$ cat config.mk
export PLATFORM = sky130hd
export DESIGN_NAME = instr_fetch_unit
export DESIGN_NICKNAME = d
export VERILOG_FILES = /design/src/rtl/mips_pkg.sv /design/src/rtl/fetch_skid_buffer.sv /design/src/rtl/instr_fetch_unit.sv
export SDC_FILE = /design/constraint.sdc
export NUM_CORES = 1
export LEC_CHECK = 0
export CAP_MARGIN = 15
export CORE_MARGIN = 2
export CORE_UTILIZATION = 45
export CTS_BUF_LIST = sky130_fd_sc_hd__clkbuf_8
export DETAILED_ROUTE_END_ITERATION = 10
export PLACE_DENSITY = 0.72
export SLEW_MARGIN = 20
export SYNTH_ARGS = -nofsm -noshare
export SYNTH_HDL_FRONTEND = slang
export SYNTH_HIERARCHICAL = 1
export SYNTH_SLANG_ARGS = --single-unit
$ cat constraint.sdc
create_clock -name clk -period 5.8 [get_ports clk]
set_clock_uncertainty 0.15 [all_clocks]
set_input_delay 0.58 -clock clk [delete_from_list [all_inputs] [get_ports clk]]
set_output_delay 0.58 -clock clk [all_outputs]
set_load 0.02 [all_outputs]
$ cat src/rtl/mips_pkg.sv
// Shared MIPS front-end definitions: opcode constants, fetch FSM states, reset PC default.
package mips_pkg;

  localparam int unsigned INSTR_W = 32;

  localparam logic [5:0] OP_RTYPE    = 6'h00;
  localparam logic [5:0] OP_LW       = 6'h23;
  localparam logic [5:0] OP_SW       = 6'h2B;
  localparam logic [5:0] OP_BEQ      = 6'h04;
  localparam logic [5:0] OP_ADDI     = 6'h08;
  localparam logic [5:0] OP_JAL      = 6'h03;
  localparam logic [5:0] OP_JR       = 6'h08;  // funct field under OP_RTYPE
  localparam logic [5:0] OP_SPECIAL3 = 6'h1F;

  localparam logic [31:0] RESET_PC_DEFAULT = 32'h0000_0000;

  typedef enum logic [1:0] {BOOT, RUN, HALTED} fetch_state_t;

  function automatic logic [31:0] br_offset(input logic [15:0] imm);
    return {{14{imm[15]}}, imm, 2'b00};
  endfunction

endpackage

$ cat src/rtl/fetch_skid_buffer.sv
// Output register plus one skid entry for the fetch stage; flush empties both.
module fetch_skid_buffer
  import mips_pkg::*;
#(
  parameter int unsigned ADDR_W = 32
) (
  input  logic               clk,
  input  logic               rst,
  input  logic               i_flush,
  input  logic               i_push,
  input  logic [INSTR_W-1:0] i_instr,
  input  logic [ADDR_W-1:0]  i_pc4,
  input  logic               i_ready,
  output logic               o_valid,
  output logic [INSTR_W-1:0] o_instr,
  output logic [ADDR_W-1:0]  o_pc4,
  output logic               o_skid_valid
);

  logic               r_out_valid;
  logic [INSTR_W-1:0] r_out_instr;
  logic [ADDR_W-1:0]  r_out_pc4;
  logic               r_skid_valid;
  logic [INSTR_W-1:0] r_skid_instr;
  logic [ADDR_W-1:0]  r_skid_pc4;
  logic               w_out_free;

  assign w_out_free = !r_out_valid || i_ready;

  always_ff @(posedge clk or posedge rst) begin
    if (rst) begin
      r_out_valid  <= 1'b0;
      r_out_instr  <= '0;
      r_out_pc4    <= '0;
      r_skid_valid <= 1'b0;
      r_skid_instr <= '0;
      r_skid_pc4   <= '0;
    end else if (i_flush) begin
      r_out_valid  <= 1'b0;
      r_skid_valid <= 1'b0;
    end else if (w_out_free) begin
      if (r_skid_valid) begin
        // skid is older than anything returning now, so it drains first
        r_out_valid  <= 1'b1;
        r_out_instr  <= r_skid_instr;
        r_out_pc4    <= r_skid_pc4;
        r_skid_valid <= i_push;
        if (i_push) begin
          r_skid_instr <= i_instr;
          r_skid_pc4   <= i_pc4;
        end
      end else begin
        r_out_valid <= i_push;
        if (i_push) begin
          r_out_instr <= i_instr;
          r_out_pc4   <= i_pc4;
        end
      end
    end else if (i_push) begin
      r_skid_valid <= 1'b1;
      r_skid_instr <= i_instr;
      r_skid_pc4   <= i_pc4;
    end
  end

  assign o_valid      = r_out_valid;
  assign o_instr      = r_out_instr;
  assign o_pc4        = r_out_pc4;
  assign o_skid_valid = r_skid_valid;

endmodule

$ cat src/rtl/instr_fetch_unit.sv
// Instruction fetch: PC, BOOT/RUN/HALTED FSM, redirect muxing, imem interface to decode.
// Optional perf counters enabled by defining FETCH_PERF_CNT_EN.
module instr_fetch_unit
  import mips_pkg::*;
#(
  parameter int unsigned        ADDR_W   = 32,
  parameter logic [ADDR_W-1:0]  RESET_PC = ADDR_W'(RESET_PC_DEFAULT)
) (
  input  logic               clk,
  input  logic               reset,
  output logic               imem_req,
  output logic [ADDR_W-1:0]  imem_addr,
  input  logic [INSTR_W-1:0] imem_rdata,
  output logic               if_valid,
  input  logic               if_ready,
  output logic [INSTR_W-1:0] if_instr,
  output logic [ADDR_W-1:0]  if_pc_plus4,
  input  logic               redir_jr,
  input  logic               redir_jal,
  input  logic               redir_br,
  input  logic [ADDR_W-1:0]  dec_pc_plus4,
  input  logic [25:0]        dec_index,
  input  logic [15:0]        dec_imm,
  input  logic [31:0]        redir_rs,
  input  logic               halt
`ifdef FETCH_PERF_CNT_EN
  ,
  output logic [31:0]        perf_fetched,
  output logic [31:0]        perf_squashed
`endif
);

  fetch_state_t      r_state, w_state_nxt;
  logic [ADDR_W-1:0] r_pc, r_pend_pc4, w_pc4, w_target;
  logic              r_pending;
  logic              w_redirect, w_flush, w_push, w_req, w_skid_valid;

  assign w_redirect = redir_jr | redir_jal | redir_br;
  assign w_pc4      = r_pc + ADDR_W'(4);

  always_comb begin
    w_target = dec_pc_plus4 + br_offset(dec_imm);
    if (redir_jal) w_target = {dec_pc_plus4[31:28], dec_index, 2'b00};
    if (redir_jr)  w_target = redir_rs;
  end

  always_comb begin
    w_state_nxt = r_state;
    case (r_state)
      BOOT:    w_state_nxt = halt ? HALTED : RUN;
      RUN:     if (halt) w_state_nxt = HALTED;
      HALTED:  w_state_nxt = HALTED;
      default: w_state_nxt = BOOT;
    endcase
  end

  // At most one word in flight and the skid empty whenever a new request goes out
  assign w_req = (r_state == RUN) && !halt && !w_redirect && !w_skid_valid &&
                 !(r_pending && if_valid && !if_ready);

  assign w_flush = w_redirect || halt || (r_state == HALTED);
  assign w_push  = r_pending && !w_flush;

  always_ff @(posedge clk or posedge reset) begin
    if (reset) begin
      r_state    <= BOOT;
      r_pc       <= RESET_PC;
      r_pending  <= 1'b0;
      r_pend_pc4 <= '0;
    end else begin
      r_state   <= w_state_nxt;
      r_pending <= w_req;
      if (w_redirect)  r_pc <= w_target;
      else if (w_req)  r_pc <= w_pc4;
      if (w_req) r_pend_pc4 <= w_pc4;
    end
  end

  assign imem_req  = w_req;
  assign imem_addr = r_pc;

  fetch_skid_buffer #(.ADDR_W(ADDR_W)) u_skid (
    .clk          (clk),
    .rst          (reset),
    .i_flush      (w_flush),
    .i_push       (w_push),
    .i_instr      (imem_rdata),
    .i_pc4        (r_pend_pc4),
    .i_ready      (if_ready),
    .o_valid      (if_valid),
    .o_instr      (if_instr),
    .o_pc4        (if_pc_plus4),
    .o_skid_valid (w_skid_valid)
  );

`ifdef FETCH_PERF_CNT_EN
  logic [31:0] r_perf_fetched, r_perf_squashed;
  logic [1:0]  w_sq_inc;
  logic [32:0] w_sq_sum;

  // squashed = buffered entries plus the word returning in the redirect cycle
  assign w_sq_inc = w_redirect ? ({1'b0, if_valid} + {1'b0, w_skid_valid} + {1'b0, r_pending}) : 2'd0;
  assign w_sq_sum = {1'b0, r_perf_squashed} + 33'(w_sq_inc);

  always_ff @(posedge clk or posedge reset) begin
    if (reset) begin
      r_perf_fetched  <= '0;
      r_perf_squashed <= '0;
    end else begin
      if (if_valid && if_ready && !w_flush && (r_perf_fetched != '1))
        r_perf_fetched <= r_perf_fetched + 32'd1;
      r_perf_squashed <= w_sq_sum[32] ? '1 : w_sq_sum[31:0];
    end
  end

  assign perf_fetched  = r_perf_fetched;
  assign perf_squashed = r_perf_squashed;
`endif

endmodule

==> results.md, run 1 <==
* Final hold vios at 0
* CP required at 6.00 ns
* Clock Latency Late Sink at 0.47 ns
* Area of the core at 0.0241 mm^2
* Clock group share of total power at 26.7%
* Crit. End Element: flip-flop
* RSZ-0062 raised after global routing: false
* Most used DFF post-synth: dfrtp_1
* Critical path class: input pin to flip-flop
* Share of cells above drive strength 1 at 20.1%
* Relative contribution of sequential cells to total power at 49.8%
* Fin Hold WS at 0.343 ns
* Post-synth ARST share at 100%
* Hold-fix buffers, CTS at 0
* Post-synth EDFFs at 0
* Largest net degree at the start of global routing at 69
* Number of port buffers at 242
* Vias in the first global route at 8,560
* Clk root buf: clkbuf_8
* CTS resizes at 0
* Worst-margin pin slew at 0.953 ns
* DP Worst Slack at 1.39 ns
* Switching pwr at 0.976 mW
* Num rows at 57
* Area Overhead vs Synth at 27.7%
* Combinational cell fraction of total power at 23.5%
* Setup_tns at 0 ns
* Slew margin rel. at 36.4%
* Initial core utilization at 45.5%
* Final net count at 1,405
* Post-route cell area at 0.0140 mm^2
* Final WL at 27.6 mm
* Post-place instance area at 0.0136 mm^2
* DR pass1 iterations at 5
* Endpoints failing setup at 0
* Height of the die at 160 um
* Final Core Density at 58.0%
* Die W at 160 um
* Largest stage delay, worst path at 0.71 ns
* Die area at 0.0256 mm^2
* CTS Sinks at 197
* Clock Pin Slew Worst Setup and Hold Paths at 0.09 ns
* Final HPWL DP at 20.2 mm
* Yosys warnings at 6
* CTS tree: yes
* Synthesized area at 0.0110 mm^2
* ANT cells at 0
* Critical path buffers and inverters at 3
* Slowest CP cell: or3_1
* Yosys reg bits at 197
* Hold/Removal Path Class: flip-flop to flip-flop
* Max Freq at 0.253 GHz
* Fin crit period at 3.95 ns
* VDD IR max at 0.142 mV
* CP Max Fanout at 64
* Via density per instance at 5.41
* Post-synthesis sequential area ratio at 45.0%
* Crit path DAT at 4.15 ns
* GR Util All Layers at 22.0%
* Max cap viols at 0
* Routed wire length per instance at 17.7 um
* Switch share at 30.1%
* Global-route wire length before repair at 45.1 mm
* Unique masters post-synth at 61
* Post-detailed-route count of antenna-violating nets at 0
* Via Count at 8,453
* Drt first-iter violations at 563
* Synth Instances at 1,005
* Leakage at 6.27 nW
* Syn_nets at 1,185
* Clock buffer depth at 2
* CP startpoint kind: input pin
* Status: complete, no violations
* Ports at 243
* Post-CTS Setup Repair Bufs at 0
* Htree depth at 4
* Fin. max-slew vios at 0
* Power per cell area at 232 mW/mm^2
* Setup ws final at 1.85 ns
* Grt ovf at 0
* Crit path cell chain: clkdlybuf4s50_1 > buf_4 > or3_1 > or3_1 > nor2_1 > nor2_1 > nor3_4 > buf_4 > mux2_2
* Final worst path period share at 68.1%
* Initial antenna violation count at 0
* Syn_area_per_cell at 10.9 um^2
* RD Place Congestion at 0.899
* Power Internal at 2.27 mW
* Delay-heaviest family, CP: simple AND/OR/NAND/NOR gates
* TritonCTS buffer count at 17
* DRC at 0
[layer usage]
metal  global-route usage [%]  wire length [um]  vias up
li1                         -                 -     4086
met3                     6.00              1840       30
met5                        0                 0        -
met4                     5.77               374        0
met2                     35.4             12700      284
met1                     29.4             12700     4053
[area by class of cell]
class / instances / area (um^2)
fillers: 2153 / 10100
well taps: 324 / 405
inverters: 14 / 55.1
repair buffers: 254 / 2510
clock inverters: 14 / 139
multi-input cells: 741 / 5700
flip-flops and latches: 197 / 4930
clock buffers: 18 / 248
[through the flow]
step / power, mW / instances
floorplan: 2.09 / 1005
global placement: 2.39 / 1530
detailed placement: 2.41 / 1530
CTS: 3.29 / 1562
global route: 3.45 / 1562
finish: 3.25 / 1562
[state kept, by name, summed over array words and instances (netlist names)]
signal and flops:
u_skid/o_pc4 32, r_state 2, u_skid/o_valid 1, u_skid/r_skid_pc4 32, r_pending 1, u_skid/o_skid_valid 1
imem_addr 32, u_skid/r_skid_instr 32, u_skid/o_instr 32, r_pend_pc4 32
[worst paths after layout]
path / startpoint / end / slack, ns / cells after the start
min reg2reg: u_skid/o_instr[18] / u_skid/o_instr[18] / 0.34 / 1
max in group asynchronous: reset / u_skid/o_instr[4] / 3.94 / 3
min: u_skid/o_instr[18] / u_skid/o_instr[18] / 0.34 / 1
max reg2reg: imem_addr[2] / imem_addr[30] / 2.67 / 10
min in group asynchronous: reset / u_skid/r_skid_pc4[24] / 0.49 / 2
max: redir_jal / u_skid/o_instr[3] / 1.85 / 9
[layout by cell type, fill, tap and decap left out, types with 6 or more instances in the layout]
master,count
nor2_1,50
o22ai_1,19
nor3_1,12
buf_4,12
clkbuf_8,18
o21ai_0,64
nand2b_1,6
mux2i_1,6
mux2_2,194
nand2_1,91
a21o_1,25
nand4_1,13
o221ai_1,6
o21ai_1,7
inv_1,16
o211ai_1,6
o31ai_1,10
nand3_1,16
xnor2_1,35
a21oi_1,48
dfrtp_1,196
xor2_1,34
ha_1,34
clkdlybuf4s50_1,242
[cell families after synthesis]
family / count (synthesis) / share of synthesized area (%)
multiplexers: 201 / 20.6
flip-flops: 197 / 45.0
buffers and inverters: 67 / 3.13
AND/OR/NAND/NOR: 212 / 8.74
adder cells (fa/ha/maj): 35 / 4.06
AO/OA/AOI/OAI: 224 / 13.0
XOR/XNOR: 69 / 5.51
[worst reg2reg max path: cells and delay by family, from the launching register on]
kind            cells  cell delay (ns)
xor+xnor            1             0.09
compound gates      2             0.38
flops               1             0.52
simple gates        6             1.61
fa+ha+maj           1             0.27
[power groups by stage]
stage	logic, mW	clock network [mW]	registers [mW]
final	0.762	0.868	1.62
after global routing	0.848	0.957	1.64
after CTS	0.767	0.901	1.62
after detailed placement	0.760	0	1.65
after global placement	0.750	0	1.64
after floorplan	0.456	0	1.63
[cells in the mapped netlist, drive strengths merged (3+ instances only)]
library cell,count,area (um^2)
dfrtp,197,4930
mux2,195,2200
nand2,93,352
o21ai,72,364
nor2,50,188
a21oi,48,240
xnor2,35,307
ha,34,425
xor2,34,298
clkbuf,30,113
a21o,25,188
buf,23,178
o22ai,19,119
nand3,16,80.1
nor3,14,81.3
inv,13,48.8
nand4,13,81.3
o31ai,10,75.1
a221oi,6,58.8
mux2i,6,60.1
nand2b,6,37.5
o211ai,6,45.0
o221ai,6,52.6
a211oi,5,42.5
a22oi,5,37.5
and3,5,31.3
nor2b,5,33.8
a31oi,3,18.8
and2,3,20.0
o2bb2ai,3,26.3
or3,3,18.8
Power figures use the tool's default switching activity.
==> run 2, diff against run 1 <==
- PLACE_DENSITY: 0.72 -> 0.75
- clock period: 5.8 -> 3.6 ns (I/O delays scaled with it)
==> run 2 against run 1 <==
  * Flip-flop and latch count is the same
  * Largest power group unchanged
  * Via count grew 0.39%
  * Largest cell class unchanged
  * Critical path depth grew 4
==> results.md, run 2 (synthesis results as in run 1) <==
* CP Max Fanout at 4 (-94%)
* CTS Sinks at 197 (unchanged)
* Crit path DAT at 3.37 ns (-0.78 ns)
* Post-detailed-route count of antenna-violating nets at 0 (unchanged)
* Slowest CP cell: clkdlybuf4s50_1
* DR pass1 iterations at 5 (unchanged)
* CTS tree: yes
* Area of the core at 0.0241 mm^2 (unchanged)
* Clock Latency Late Sink at 0.47 ns (about the same)
* Vias in the first global route at 8,751 (+2.2%)
* Status: complete, no violations
* Switching pwr at 1.64 mW (+68%)
* Via density per instance at 5.37 (-0.82%)
* Relative contribution of sequential cells to total power at 50.3% (+0.5 points)
* Die area at 0.0256 mm^2 (unchanged)
* Clk root buf: clkbuf_8
* Cells after DPL at 1,549 (+1.2%)
* ANT cells at 0 (unchanged)
* CTS resizes at 0 (unchanged)
* GR Util All Layers at 22.4% (+0.39 points)
* Final hold vios at 0 (unchanged)
* Area Overhead vs Synth at 29.5%
* Largest net degree at the start of global routing at 62 (-10%)
* Switch share at 31.6% (+1.5 points)
* Largest stage delay, worst path at 0.41 ns (-0.30 ns)
* Setup_tns at 0 ns (unchanged)
* Most frequent cells in the layout: clkdlybuf4s50_1 (242), dfrtp_1 (196), mux2_2 (194), nand2_1 (91), o21ai_0 (64)
* Max cap viols at 0 (unchanged)
* Share of cells above drive strength 1 at 21.6% (+1.5 points)
* Leakage at 6.34 nW (+1.1%)
* Finished Layout Cells at 1,581 (+1.2%)
* Clock buffer depth at 2 (unchanged)
* Fin. max-slew vios at 0 (unchanged)
* Final net count at 1,424 (+1.4%)
* VDD IR max at 0.239 mV (+69%)
* CP startpoint kind: input pin
* Final worst path period share at 87.5%
* Initial antenna violation count at 0 (unchanged)
* Critical path class: input pin to flip-flop
* Ports at 243 (unchanged)
* Global-route wire length before repair at 46.0 mm (+1.9%)
* Hold-fix buffers, CTS at 0 (unchanged)
* Fin crit period at 3.15 ns
* Htree depth at 4 (unchanged)
* Grt ovf at 0 (unchanged)
* Initial core utilization at 45.5% (unchanged)
* RD Place Congestion at 0.919 (+2.2%)
* DRC at 0 (unchanged)
* Clock Pin Slew Worst Setup and Hold Paths at 0.10 ns (about the same)
* Power per cell area at 367 mW/mm^2 (+58%)
* Flop-to-flop setup slack at 0.78 ns (-1.89 ns)
* TritonCTS buffer count at 17 (unchanged)
* Crit. End Element: flip-flop
* Crit path cell chain: clkdlybuf4s50_1 > ha_1 > fa_1 > a21o_1 > a221oi_2 > buf_4 > nand3_1 > a41o_1 > a21oi_1 > o21ai_1 > a31oi_1 > xor2_1 > a221oi_1
* Height of the die at 160 um (unchanged)
* RSZ-0062 raised after global routing: false
* Hold/Removal Path Class: input pin to asynchronous set/reset pin
* CP required at 3.82 ns (-2.18 ns)
* Power Internal at 3.56 mW (+57%)
* Via Count at 8,486 (+0.39%)
* Worst-margin pin slew at 0.721 ns (-0.232 ns)
* Endpoints failing setup at 0 (unchanged)
* Combinational cell fraction of total power at 24.1% (+0.6 points)
* Final HPWL DP at 21.4 mm (+6.1%)
* Critical path buffers and inverters at 2 (-1)
* Clock group share of total power at 25.6% (-1.1 points)
* Num rows at 57 (unchanged)
* Number of port buffers at 242 (unchanged)
* Final WL at 28.2 mm (+1.9%)
* Drt first-iter violations at 522 (-7.3%)
* Routed wire length per instance at 17.8 um (+0.67%)
* Post-CTS Setup Repair Bufs at 0 (unchanged)
* Most common cell after layout, fill and taps aside: clkdlybuf4s50_1
* Max Freq at 0.317 GHz
* Delay-heaviest family, CP: compound AO/OA/AOI/OAI gates
* Die W at 160 um (unchanged)
* Slew margin rel. at 51.9% (+15 points)
[run 2: cell types whose count changed in the layout (fill, tap and decap cells not counted)]
cell / previous run / this run
buf_12: 0 / 6
inv_8: 0 / 2
clkinv_4: 4 / 1
inv_1: 16 / 12
buf_4: 12 / 25
clkinvlp_4: 1 / 8
inv_4: 1 / 0
clkinv_8: 0 / 1
bufinv_16: 2 / 0
[run 2: stage by stage]
step	hold WS, ns	power (mW)	util [%]	instance area (um^2)	worst slack [ns]
CTS	0.0948	5.25	58.9	14200	0.493
detailed placement	0.330	3.90	57.3	13800	-0.0251
floorplan	0.276	3.36	-	11000	0.599
global route	0.132	5.51	58.9	14200	0.337
global placement	0.321	3.87	57.3	13800	0.0557
finish	0.117	5.20	58.9	14200	0.448
[run 2: cell type report]
type	instances	area, um^2
clock inverters	14	121
clock buffers	18	248
inverters	14	56.3
fillers	2129	9910
repair buffers	273	2730
flip-flops and latches	197	4930
multi-input cells	741	5700
well taps	324	405
[run 2: routing by layer]
layer / track usage (%) / vias up / part of all wire [%]
met2: 37.1 / 270 / 47
met1: 29.0 / 4071 / 45
met5: 0 / - / 0
li1: - / 4109 / -
met4: 7.45 / 0 / 1.9
met3: 5.19 / 36 / 6.4
[run 2: path summary, 6_finish.rpt]
| check | start | endpoint | cells past startpoint |
|---|---|---|---|
| hold / removal | reset | imem_addr[20] | 2 |
| hold reg to reg | u_skid/o_instr[18] | u_skid/o_instr[18] | 1 |
| max in group asynchronous | reset | imem_addr[8] | 3 |
| setup / recovery | dec_pc_plus4[2] | imem_addr[28] | 13 |
| setup reg to reg | r_state[0] | u_skid/o_instr[1] | 8 |
| min in group clk | redir_rs[1] | imem_addr[1] | 3 |
[run 2: worst reg2reg max path: stages, from the launching register on]
cell     delay (ns)
dfrtp_1        0.41
inv_1          0.09
ha_1           0.19
or3_1          0.45
nor2_1         0.28
nor2_1         0.11
nor3_4         0.41
buf_12         0.25
mux2_2         0.37
[run 2: power groups by stage]
| stage | logic [mW] | registers, mW | clock network, mW |
|---|---|---|---|
| final | 1.25 | 2.62 | 1.33 |
| after floorplan | 0.736 | 2.63 | 0 |
| after global placement | 1.22 | 2.64 | 0 |
| after CTS | 1.26 | 2.61 | 1.38 |
| after detailed placement | 1.25 | 2.66 | 0 |
| after global routing | 1.39 | 2.65 | 1.47 |
==> run 3, diff against run 2 <==
- CTS_CLUSTER_SIZE: default -> 8
==> results of run 3 <==
The final DEF is identical to that of run 2; final timing and power are the same.
